==> config.mk <==
export PLATFORM = sky130hd
export DESIGN_NAME = pong_engine
export DESIGN_NICKNAME = d
export VERILOG_FILES = /design/src/rtl/pong_pkg.sv /design/src/rtl/pong_paddle.sv /design/src/rtl/pong_engine.sv
export SDC_FILE = /design/constraint.sdc
export NUM_CORES = 1
export LEC_CHECK = 0
export CAP_MARGIN = 20
export CORE_MARGIN = 3
export CORE_UTILIZATION = 46
export DETAILED_ROUTE_END_ITERATION = 10
export GPL_TIMING_DRIVEN = 0
export PLACE_DENSITY = 0.78
export SYNTH_ARGS = -nofsm -noshare
export SYNTH_HDL_FRONTEND = slang
export SYNTH_SLANG_ARGS = --single-unit
==> constraint.sdc <==
create_clock -name clk -period 4.42 [get_ports clk]
set_clock_uncertainty 0.15 [all_clocks]
set_input_delay 0.884 -clock clk [delete_from_list [all_inputs] [get_ports clk]]
set_output_delay 0.884 -clock clk [all_outputs]
set_load 0.1 [all_outputs]
==> src/rtl/pong_pkg.sv <==
// pong_pkg: shared match-state encoding, winner codes and the screen-centre helper
// used by the Pong core and its paddle sub-module.
package pong_pkg;

  typedef enum logic [2:0] {
    ST_IDLE      = 3'd0,
    ST_SERVE     = 3'd1,
    ST_PLAY      = 3'd2,
    ST_POINT     = 3'd3,
    ST_GAME_OVER = 3'd4
  } state_t;

  localparam logic [1:0] WIN_NONE = 2'd0;
  localparam logic [1:0] WIN_P1   = 2'd1;
  localparam logic [1:0] WIN_P2   = 2'd2;

  function automatic int centre(input int lo, input int hi);
    return (lo + hi) / 2;
  endfunction

endpackage

==> src/rtl/pong_paddle.sv <==
// pong_paddle: one player's paddle centre; moves SPEED per game tick, held when both
// or neither control is pressed, and clamped to [Y_MIN, Y_MAX].
module pong_paddle
  import pong_pkg::*;
#(
  parameter int COORD_W = 16,
  parameter int SPEED   = 1,
  parameter int Y_MIN   = 70,
  parameter int Y_MAX   = 480,
  parameter int Y_INIT  = 275
) (
  input  logic               clk,
  input  logic               resetN,
  input  logic               gameTick,
  input  logic               up,
  input  logic               down,
  output logic [COORD_W-1:0] paddleY
);

  localparam logic [COORD_W-1:0] L_MIN  = COORD_W'(Y_MIN);
  localparam logic [COORD_W-1:0] L_MAX  = COORD_W'(Y_MAX);
  localparam logic [COORD_W-1:0] L_INIT = COORD_W'(Y_INIT);
  localparam logic [COORD_W-1:0] L_SPD  = COORD_W'(SPEED);

  logic [COORD_W-1:0] r_y;
  logic [COORD_W-1:0] w_next;

  // Compare before stepping so the upward move never wraps below zero
  always_comb begin
    w_next = r_y;
    if (up && !down)
      w_next = (r_y >= L_MIN + L_SPD) ? (r_y - L_SPD) : L_MIN;
    else if (down && !up)
      w_next = (r_y + L_SPD >= L_MAX) ? L_MAX : (r_y + L_SPD);
  end

  always_ff @(posedge clk) begin
    if (!resetN)
      r_y <= L_INIT;
    else if (gameTick)
      r_y <= w_next;
  end

  assign paddleY = r_y;

endmodule

==> src/rtl/pong_engine.sv <==
// pong_engine: two-player Pong core (ball physics, paddles, scoring, match FSM).
// Define PONG_AI_PLAYER2_EN to let paddle 2 track the ball instead of its buttons.
//
// state     | meaning
// IDLE      | ball parked at centre, waiting for serveReq
// SERVE     | ball parked, serve delay counts down on ticks
// PLAY      | ball physics advances every tick
// POINT     | single clk: score update and pointEvent pulse
// GAME_OVER | winner latched, ball parked, waiting for serveReq
module pong_engine
  import pong_pkg::*;
#(
  parameter int COORD_W        = 16,
  parameter int H_MIN          = 140,
  parameter int H_MAX          = 790,
  parameter int V_MIN          = 30,
  parameter int V_MAX          = 520,
  parameter int PADDLE1_X      = 200,
  parameter int PADDLE2_X      = 710,
  parameter int PADDLE_HALF    = 40,
  parameter int PADDLE_SPEED   = 1,
  parameter int BALL_SPEED_MAX = 4,
  parameter int SCORE_BITS     = 4,
  parameter int WIN_SCORE      = 5,
  parameter int SERVE_DELAY    = 60
) (
  input  logic                  clk,
  input  logic                  resetN,
  input  logic                  gameTick,
  input  logic                  serveReq,
  input  logic                  p1Up,
  input  logic                  p1Down,
  input  logic                  p2Up,
  input  logic                  p2Down,
  output logic [COORD_W-1:0]    ballX,
  output logic [COORD_W-1:0]    ballY,
  output logic [COORD_W-1:0]    paddle1Y,
  output logic [COORD_W-1:0]    paddle2Y,
  output logic [SCORE_BITS-1:0] score1,
  output logic [SCORE_BITS-1:0] score2,
  output logic [2:0]            gameState,
  output logic [1:0]            winner,
  output logic                  pointEvent
);

  localparam int CX_I  = centre(H_MIN, H_MAX);
  localparam int CY_I  = centre(V_MIN, V_MAX);
  localparam int DLY_W = $clog2(SERVE_DELAY + 1);

  localparam logic [COORD_W-1:0] L_CX    = COORD_W'(CX_I);
  localparam logic [COORD_W-1:0] L_CY    = COORD_W'(CY_I);
  localparam logic [COORD_W-1:0] L_HMIN  = COORD_W'(H_MIN);
  localparam logic [COORD_W-1:0] L_HMAX  = COORD_W'(H_MAX);
  localparam logic [COORD_W-1:0] L_VMIN  = COORD_W'(V_MIN);
  localparam logic [COORD_W-1:0] L_VMAX  = COORD_W'(V_MAX);
  localparam logic [COORD_W-1:0] L_P1X   = COORD_W'(PADDLE1_X);
  localparam logic [COORD_W-1:0] L_P2X   = COORD_W'(PADDLE2_X);
  localparam logic [COORD_W-1:0] L_HALF  = COORD_W'(PADDLE_HALF);
  localparam logic [COORD_W-1:0] L_QTR   = COORD_W'(PADDLE_HALF / 2);
  localparam logic [COORD_W-1:0] L_DXMAX = COORD_W'(BALL_SPEED_MAX);
  localparam logic [COORD_W-1:0] L_ONE   = COORD_W'(1);
  localparam logic [COORD_W-1:0] L_TWO   = COORD_W'(2);
  localparam logic [DLY_W-1:0]   L_DLY   = DLY_W'(SERVE_DELAY - 1);
  localparam logic [SCORE_BITS-1:0] L_SMAX = '1;
  localparam logic [SCORE_BITS-1:0] L_WIN  = SCORE_BITS'(WIN_SCORE);
`ifdef PONG_AI_PLAYER2_EN
  localparam logic [COORD_W-1:0] L_PSPD  = COORD_W'(PADDLE_SPEED);
`endif

  state_t r_state, w_state_nx;
  logic [COORD_W-1:0]    r_ballX, r_ballY, r_dxMag, r_dyMag;
  logic                  r_dxRight, r_dyDown, r_serveRight, r_scorerP1, r_pointEvent;
  logic [SCORE_BITS-1:0] r_score1, r_score2;
  logic [1:0]            r_winner;
  logic [DLY_W-1:0]      r_delay;

  logic [COORD_W-1:0]    w_p1Y, w_p2Y, w_nx, w_ny, w_dist1, w_dist2, w_dxInc;
  logic                  w_hit1, w_hit2, w_goalP1, w_goalP2, w_p2Up, w_p2Down;
  logic [SCORE_BITS-1:0] w_scoreSel, w_scoreInc;

`ifdef PONG_AI_PLAYER2_EN
  assign w_p2Up   = (w_p2Y > r_ballY) ? ((w_p2Y - r_ballY) > L_PSPD) : 1'b0;
  assign w_p2Down = (r_ballY > w_p2Y) ? ((r_ballY - w_p2Y) > L_PSPD) : 1'b0;
`else
  assign w_p2Up   = p2Up;
  assign w_p2Down = p2Down;
`endif

  pong_paddle #(.COORD_W(COORD_W), .SPEED(PADDLE_SPEED), .Y_MIN(V_MIN + PADDLE_HALF),
                .Y_MAX(V_MAX - PADDLE_HALF), .Y_INIT(CY_I)) u_paddle1 (
    .clk(clk), .resetN(resetN), .gameTick(gameTick), .up(p1Up), .down(p1Down), .paddleY(w_p1Y));

  pong_paddle #(.COORD_W(COORD_W), .SPEED(PADDLE_SPEED), .Y_MIN(V_MIN + PADDLE_HALF),
                .Y_MAX(V_MAX - PADDLE_HALF), .Y_INIT(CY_I)) u_paddle2 (
    .clk(clk), .resetN(resetN), .gameTick(gameTick), .up(w_p2Up), .down(w_p2Down), .paddleY(w_p2Y));

  // Candidate next position; leftward/upward steps floor at zero rather than wrap
  assign w_nx = r_dxRight ? (r_ballX + r_dxMag) : ((r_ballX >= r_dxMag) ? (r_ballX - r_dxMag) : '0);
  assign w_ny = r_dyDown  ? (r_ballY + r_dyMag) : ((r_ballY >= r_dyMag) ? (r_ballY - r_dyMag) : '0);
  assign w_dist1 = (r_ballY >= w_p1Y) ? (r_ballY - w_p1Y) : (w_p1Y - r_ballY);
  assign w_dist2 = (r_ballY >= w_p2Y) ? (r_ballY - w_p2Y) : (w_p2Y - r_ballY);
  assign w_hit1  = !r_dxRight && (r_ballX >= L_P1X) && (w_nx <= L_P1X) && (w_dist1 <= L_HALF);
  assign w_hit2  =  r_dxRight && (r_ballX <= L_P2X) && (w_nx >= L_P2X) && (w_dist2 <= L_HALF);
  assign w_goalP2 = (w_nx <= L_HMIN);
  assign w_goalP1 = (w_nx >= L_HMAX);
  assign w_dxInc  = (r_dxMag >= L_DXMAX) ? L_DXMAX : (r_dxMag + L_ONE);
  assign w_scoreSel = r_scorerP1 ? r_score1 : r_score2;
  assign w_scoreInc = (w_scoreSel == L_SMAX) ? L_SMAX : (w_scoreSel + 1'b1);

  always_comb begin
    w_state_nx = r_state;
    case (r_state)
      ST_IDLE, ST_GAME_OVER: if (serveReq) w_state_nx = ST_SERVE;
      ST_SERVE: if (gameTick && r_delay == '0) w_state_nx = ST_PLAY;
      ST_PLAY:  if (gameTick && !w_hit1 && !w_hit2 && (w_goalP1 || w_goalP2)) w_state_nx = ST_POINT;
      ST_POINT: w_state_nx = (w_scoreInc == L_WIN) ? ST_GAME_OVER : ST_SERVE;
      default:  w_state_nx = ST_IDLE;
    endcase
  end

  always_ff @(posedge clk) begin
    if (!resetN) r_state <= ST_IDLE;
    else         r_state <= w_state_nx;
  end

  always_ff @(posedge clk) begin
    if (!resetN) begin
      r_ballX <= L_CX;  r_ballY <= L_CY;
      r_dxMag <= L_ONE; r_dyMag <= L_ONE;
      r_dxRight <= 1'b1; r_dyDown <= 1'b1; r_serveRight <= 1'b1; r_scorerP1 <= 1'b0;
      r_score1 <= '0; r_score2 <= '0; r_winner <= WIN_NONE;
      r_pointEvent <= 1'b0; r_delay <= L_DLY;
    end else begin
      r_pointEvent <= 1'b0;
      case (r_state)
        ST_IDLE, ST_GAME_OVER: begin
          r_ballX <= L_CX; r_ballY <= L_CY;
          if (serveReq) begin
            r_score1 <= '0; r_score2 <= '0; r_winner <= WIN_NONE;
            r_serveRight <= 1'b1; r_delay <= L_DLY;
          end
        end
        ST_SERVE: begin
          r_ballX <= L_CX; r_ballY <= L_CY;
          if (gameTick) begin
            if (r_delay == '0) begin
              r_dxRight <= r_serveRight; r_dyDown <= 1'b1;
              r_dxMag <= L_ONE; r_dyMag <= L_ONE;
            end else begin
              r_delay <= r_delay - 1'b1;
            end
          end
        end
        ST_PLAY: if (gameTick) begin
          if (w_hit1) begin
            r_ballX <= L_P1X + L_ONE; r_dxRight <= 1'b1; r_dxMag <= w_dxInc;
            r_dyMag <= (w_dist1 > L_QTR) ? L_TWO : L_ONE;
          end else if (w_hit2) begin
            r_ballX <= L_P2X - L_ONE; r_dxRight <= 1'b0; r_dxMag <= w_dxInc;
            r_dyMag <= (w_dist2 > L_QTR) ? L_TWO : L_ONE;
          end else if (w_goalP2) begin
            r_scorerP1 <= 1'b0;
          end else if (w_goalP1) begin
            r_scorerP1 <= 1'b1;
          end else begin
            r_ballX <= w_nx;
          end
          // Wall bounce is independent of the horizontal outcome of this tick
          if (w_ny <= L_VMIN) begin
            r_ballY <= L_VMIN; r_dyDown <= !r_dyDown;
          end else if (w_ny >= L_VMAX) begin
            r_ballY <= L_VMAX; r_dyDown <= !r_dyDown;
          end else begin
            r_ballY <= w_ny;
          end
        end
        ST_POINT: begin
          r_ballX <= L_CX; r_ballY <= L_CY; r_pointEvent <= 1'b1;
          if (r_scorerP1) r_score1 <= w_scoreInc;
          else            r_score2 <= w_scoreInc;
          if (w_scoreInc == L_WIN) begin
            r_winner <= r_scorerP1 ? WIN_P1 : WIN_P2;
          end else begin
            r_serveRight <= r_scorerP1;
            r_delay <= L_DLY;
          end
        end
        default: ;
      endcase
    end
  end

  assign ballX      = r_ballX;
  assign ballY      = r_ballY;
  assign paddle1Y   = w_p1Y;
  assign paddle2Y   = w_p2Y;
  assign score1     = r_score1;
  assign score2     = r_score2;
  assign gameState  = r_state;
  assign winner     = r_winner;
  assign pointEvent = r_pointEvent;

endmodule

==> impl_metrics.ini, run 1 <==
[placement]
place_ws_ns = -0.597
port_buffers = 84
place_congestion = 0.987
hpwl_um = 31100

[power]
internal-power_mw = 2.09
comb_power_share_pct = 49.1
powerDensity_nw_per_um2 = 246
power_switching_mw = 1.59
clkPwrFrac_pct = 23.1
switching_share_pct = 43.3
max-vdd-ir-drop_mv = 0.185
seqPwrFrac_pct = 27.8
p_leak_nw = 6.15

[timing]
finalCritPeriodShare_pct = 99.1
rsz0062_at_grt = yes
report.final.hold_viol_count = 0
period_needed_ns = 4.38
setup_viol = 0
tightest_slew_ns = 0.996
fmax_ghz = 0.228
slew_headroom_pct = 33.4
worst_slack_ns = 0.0385
drv_slew = 0

[floorplanning]
floorplan.initialDensity_pct = 47.1
rows = 58
dieArea_sq_um = 27900
core_area_sq_um = 25300
die_w_um = 167
num_io_pins = 86
die-height_um = 167

[global_route]
grt_pass1_vias = 12500
grt_pass1_wl_um = 65100
antenna_found_initial = 0
grt_start_max_net_pins = 23
grt.total_usage_pct = 27.9
grt-ovfl-total = 0

[clocking]
clk_pin_slew_ns = 0.09
numCtsBuffers = 9
holdBufCountCts = 0
cts_tree = built
clock-sinks = 106
h-tree-depth = 3
clock_path_buffers = 2
clock_latency_ns = 0.37
cts-root-buf = clkbuf_16

[detailed_routing]
vias_per_cell = 6.42
drt-total-wl_um = 42900
vias = 13600
routedWlPerCell_um = 20.3
drtIter0Drc = 1330
first_pass_iters = 6
detail-route-antenna-nets = 0
remaining_drc_errors = 0

[finish]
regArea_sq_um = 2240
drive_gt1_share_pct = 18.8
insertedDiodeCount = 0
final_nets = 1902
final_core_util_pct = 59.0
multi_input_area_sq_um = 9730
nFillCells = 2270
area_growth_pct = 25.3

[critical_path]
cp_max_fo = 7
cp-start-kind = flip-flop
crit_required_ns = 4.54
path_class = reg -> reg
end_kind = flip-flop
critical_path_arrival_ns = 4.50

[yosys]
syn_inst = 1629
syn_nets = 1748
synth_cell_types = 100
ys_warn_count = 0
synth_edf_count = 0
syn_area_sq_um = 11900
synth_top_area_cell = dfxtp_1
yosys-top-cells-area = dfxtp_1, ha_1, a21oi_1
ys_seq_area_share_pct = 17.8
syn_area_per_cell_sq_um = 7.33
synthDominantCellAreaShare_pct = 17.8
ys_ff_latch = 106
yosysMostFrequentCell = nand2_1
yosys_most_used_dff = dfxtp_1
async_reset_ff_share_pct = 0
synthTopCellsByCount = nand2_1, a21oi_1, nor2_1, ha_1, dfxtp_1

[run]
drv_cap = 0

[run_status]
status = complete, no violations

[min_path]
min_path_type = reg -> reg
-- state kept, by name (all words and copies together) (netlist names), 2 cells and up --
register	cells
r_delay	6
ballX	16
r_dyMag	2
winner	2
gameState	3
score1	4
ballY	16
r_dxMag	16
u_paddle1.paddleY	16
u_paddle2.paddleY	16
score2	4
-- path summary, 6_finish.rpt --
path	slack, ns	cells past startpoint	to	start
setup / recovery	0.04	16	r_dxMag[11]$_SDFFE_PN0P_	r_dxMag[4]$_SDFFE_PN0P_
hold / removal	0.36	1	r_dxMag[15]$_SDFFE_PN0P_	r_dxMag[15]$_SDFFE_PN0P_
setup reg to reg	0.04	16	r_dxMag[11]$_SDFFE_PN0P_	r_dxMag[4]$_SDFFE_PN0P_
hold reg to reg	0.36	1	r_dxMag[15]$_SDFFE_PN0P_	r_dxMag[15]$_SDFFE_PN0P_
-- routing by layer --
metal  GRT usage [%]  wire [um]  vias up
met1            36.5      17700     6394
met5               0          0        -
met2            46.4      20100      714
li1                -          -     6327
met4            11.3       2000        0
met3            3.99       3180      168
-- worst max-delay path, cell delays in order, from the launching register on --
cell	delay [ns]
dfxtp_4	0.38
inv_4	0.04
ha_4	0.26
buf_8	0.12
inv_8	0.05
a211o_1	0.32
o211a_1	0.25
or4_4	0.50
and3_4	0.19
o41a_1	0.45
a211oi_4	0.34
buf_4	0.18
nand4_1	0.22
o31ai_4	0.37
nor2_4	0.12
buf_6	0.16
and3_1	0.18
-- placed cells by master (no fill, tap or decap), drive strengths merged, types with 12 or more instances in the layout --
master	instances
nor3	58
o211ai	13
mux2i	32
a211oi	22
dfxtp	106
nor4	28
nor2	129
a21oi	133
clkdlybuf4s50	84
or3	15
a21o	31
buf	91
and3	33
inv	96
or4	15
o22ai	12
ha	107
nand2	137
nand3	50
a21boi	12
a31oi	22
nand4	32
nor2b	31
or2	13
and2	27
xor2	13
nand2b	24
o21a	14
o31ai	13
o21ai	95
xnor2	50
clkbuf	63
-- per-stage QoR --
stage	total power, mW	instance area [sq um]	hold WS [ns]	cells	TNS (ns)
after floorplan	2.29	12000	0.310	1629	0
after detailed placement	2.64	13300	0.348	2043	-18.36
after CTS	3.54	14100	0.359	2086	0
after global placement	2.62	13300	0.335	2043	-16.79
final	3.68	15000	0.363	2118	0
after global routing	3.85	15000	0.375	2118	-0.669
-- power by group through the flow --
stage | combinational [mW] | sequential, mW | clock (mW)
after floorplan | 1.08 | 1.21 | 0
after global placement | 1.56 | 1.06 | 0
after detailed placement | 1.58 | 1.06 | 0
after CTS | 1.66 | 1.02 | 0.858
after global routing | 1.92 | 1.03 | 0.902
final | 1.81 | 1.02 | 0.852
-- final cells by class --
cell class,count,area share (%)
flip-flops and latches,106,15.0
repair buffers,150,9.05
clock inverters,7,0.611
plain buffers,79,3.05
multi-input cells,1334,65.1
clock buffers,9,1.51
inverters,103,2.94
well taps,330,2.76
-- cell families after synthesis --
| logic type | synth area share (%) |
|---|---|
| flops | 17.8 |
| fa+ha+maj | 11.9 |
| simple gates | 27.1 |
| compound gates | 28.4 |
| mux | 3.66 |
| buf+inv | 6.55 |
| xor+xnor | 4.68 |
-- what timing repair did --
| item | 4_1_cts | 5_1_grt |
|---|---|---|
| pin swaps | 14 | 40 |
| gates resized for setup | 59 | 173 |
| cloned | 0 | 2 |
| endpoints found under the setup margin | 37 | 45 |
| setup buffers | 30 | 35 |
(Power assumes the default switching activity.)
==> inputs of run 2 (changes only) <==
--- a/config.mk
+++ b/config.mk
@@ -10,6 +10,7 @@
 export CORE_UTILIZATION = 46
 export DETAILED_ROUTE_END_ITERATION = 10
 export GPL_TIMING_DRIVEN = 0
+export MAX_ROUTING_LAYER = met4
 export PLACE_DENSITY = 0.78
 export SYNTH_ARGS = -nofsm -noshare
 export SYNTH_HDL_FRONTEND = slang
==> impl_metrics.ini, run 2 (synthesized netlist as in run 1, its figures left out) <==
[timing]
period_needed_ns = 4.50
rsz0062_at_grt = yes
fmax_ghz = 0.222
drv_slew = 0
finalCritPeriodShare_pct = 102
report.final.hold_viol_count = 0
setup_viol = 26
tightest_slew_ns = 1.00
worst_slack_ns = -0.0767
slew_headroom_pct = 32.8
hold_ws_ns = 0.357

[run_status]
status = finished, violations left
violations = setup timing

[finish]
area_growth_pct = 24.9
nFillCells = 2280
layout_common_cells = nand2_1, a21oi_1, nor2_1, inv_1, ha_1
multi_input_area_sq_um = 9680
regArea_sq_um = 2220
final_nets = 1904
fin_cells = 2121
drive_gt1_share_pct = 17.9
mostFrequentLayoutCell = nand2_1

[placement]
dp.cells = 2043
place_congestion = 0.990
hpwl_um = 31500
port_buffers = 84

[clocking]
holdBufCountCts = 0
clock-sinks = 106
h-tree-depth = 3
cts-root-buf = clkbuf_16
cts_tree = built
clk_pin_slew_ns = 0.09
numCtsBuffers = 9
clock_path_buffers = 2
clock_latency_ns = 0.37

[floorplanning]
num_io_pins = 86
floorplan.initialDensity_pct = 47.1
core_area_sq_um = 25300
dieArea_sq_um = 27900
die-height_um = 167
die_w_um = 167
rows = 58

[critical_path]
path_buf_inv = 5
cp_slowest_cell = or4_4
reg2reg_to = ballX[1]$_SDFFE_PN0P_
path_cells = buf_8 > clkinvlp_4 > ha_4 > o21ai_4 > nor2b_4 > or4_4 > nand3_4 > buf_12 > mux2i_4 > xnor2_1 > nand4_1 > or4_4 > buf_6 > o32ai_4 > o31ai_4 > buf_4 > a22o_1
end_kind = flip-flop
r2r-start = ballY[2]$_SDFFE_PN0P_
crit_family = simple AND/OR/NAND/NOR gates
cp-start-kind = flip-flop
crit_required_ns = 4.52
critical_path_arrival_ns = 4.60
cp_max_fo = 10
r2r_cells = 17
regToRegSetupSlack_ns = -0.08
path_class = reg -> reg
cpMostUsedCell = or4_4
max_stage_delay_ns = 0.60

[power]
p_leak_nw = 6.15
power_mw = 3.76
max-vdd-ir-drop_mv = 0.237
powerDensity_nw_per_um2 = 252

[min_path]
worstHoldEndpoint = r_dxMag[15]$_SDFFE_PN0P_
hp-start = r_dxMag[15]$_SDFFE_PN0P_
min_path_type = reg -> reg
whs_path_depth = 1

[detailed_routing]
remaining_drc_errors = 0
detail-route-antenna-nets = 0
vias_per_cell = 6.44
first_pass_iters = 6
drtIter0Drc = 1524
drt-total-wl_um = 43400
vias = 13700
routedWlPerCell_um = 20.5

[global_route]
grt_start_max_net_pins = 23
grt_pass1_wl_um = 66000
grt_pass1_vias = 12400
antenna_found_initial = 1
grt.total_usage_pct = 29.2
grt-ovfl-total = 0

[run]
drv_cap = 0
==> run 2: changes by cell type in the layout (fill, tap and decap cells not counted), sizes merged <==
cell    previous run  this run
buf               91        94
clkbuf            63        62
clkinv             4         3
diode              0         1
inv               96        97
==> run 2: metal layers <==
metal	vias up	track usage [%]	routed length [um]
li1	6331	-	-
met1	6502	37.6	17900
met2	682	47.5	20500
met3	146	2.86	3070
met4	0	11.7	1950
met5	-	-	0
==> run 2: worst max path at each step <==
stage                                      startpoint                      to  slack (ns)  depth (start not counted)
global placement               ballY[10]$_SDFFE_PN0P_   ballX[7]$_SDFFE_PN1P_       -0.57                         16
global route                    ballY[2]$_SDFFE_PN0P_   ballX[1]$_SDFFE_PN0P_       -0.13                         17
finish                          ballY[2]$_SDFFE_PN0P_   ballX[1]$_SDFFE_PN0P_       -0.08                         17
detailed placement             ballY[10]$_SDFFE_PN0P_   ballX[6]$_SDFFE_PN1P_       -0.61                         16
CTS                           r_dxMag[0]$_SDFFE_PN1P_   ballX[6]$_SDFFE_PN1P_      -0.009                         15
floorplan           u_paddle1.paddleY[6]$_SDFFE_PN0P_  r_dxRight$_SDFFE_PN1P_       0.001                         14
==> run 2: final cells by class <==
type	instances	share of cell area, %
tap	330	2.77
antenna	1	0.0168
clock buffer	9	1.51
buffer	78	2.97
clock inverter	7	0.596
multi-input combinational	1334	64.9
sequential	106	14.9
inverter	103	2.90
timing repair buffer	153	9.38
==> run 2: through the flow <==
stage	TNS (ns)	setup WS (ns)	cell area [sq um]	utilization, %
2_1_floorplan	0	0.00132	12000	-
3_3_place_gp	-17.16	-0.565	13300	52.4
3_5_place_dp	-18.20	-0.613	13300	52.4
4_1_cts	-0.00915	-0.00883	14100	55.5
5_1_grt	-2.53	-0.130	14900	58.9
6_report	-0.689	-0.0767	14900	58.9
==> run 2: timing repair <==
| item | CTS | global route |
|---|---|---|
| buffers inserted | 28 | 40 |
| gates cloned | 0 | 2 |
| endpoints found under the setup margin | 37 | 45 |
| pin swaps | 14 | 31 |
| endpoints found under the hold margin | 0 | 0 |
| resized for setup | 63 | 152 |
==> run 2: where the power goes <==
group | switching, mW | internal, mW
Sequential | 0.0451 | 0.979
Combinational | 1.14 | 0.750
Clock | 0.439 | 0.410
Total | 1.62 | 2.14
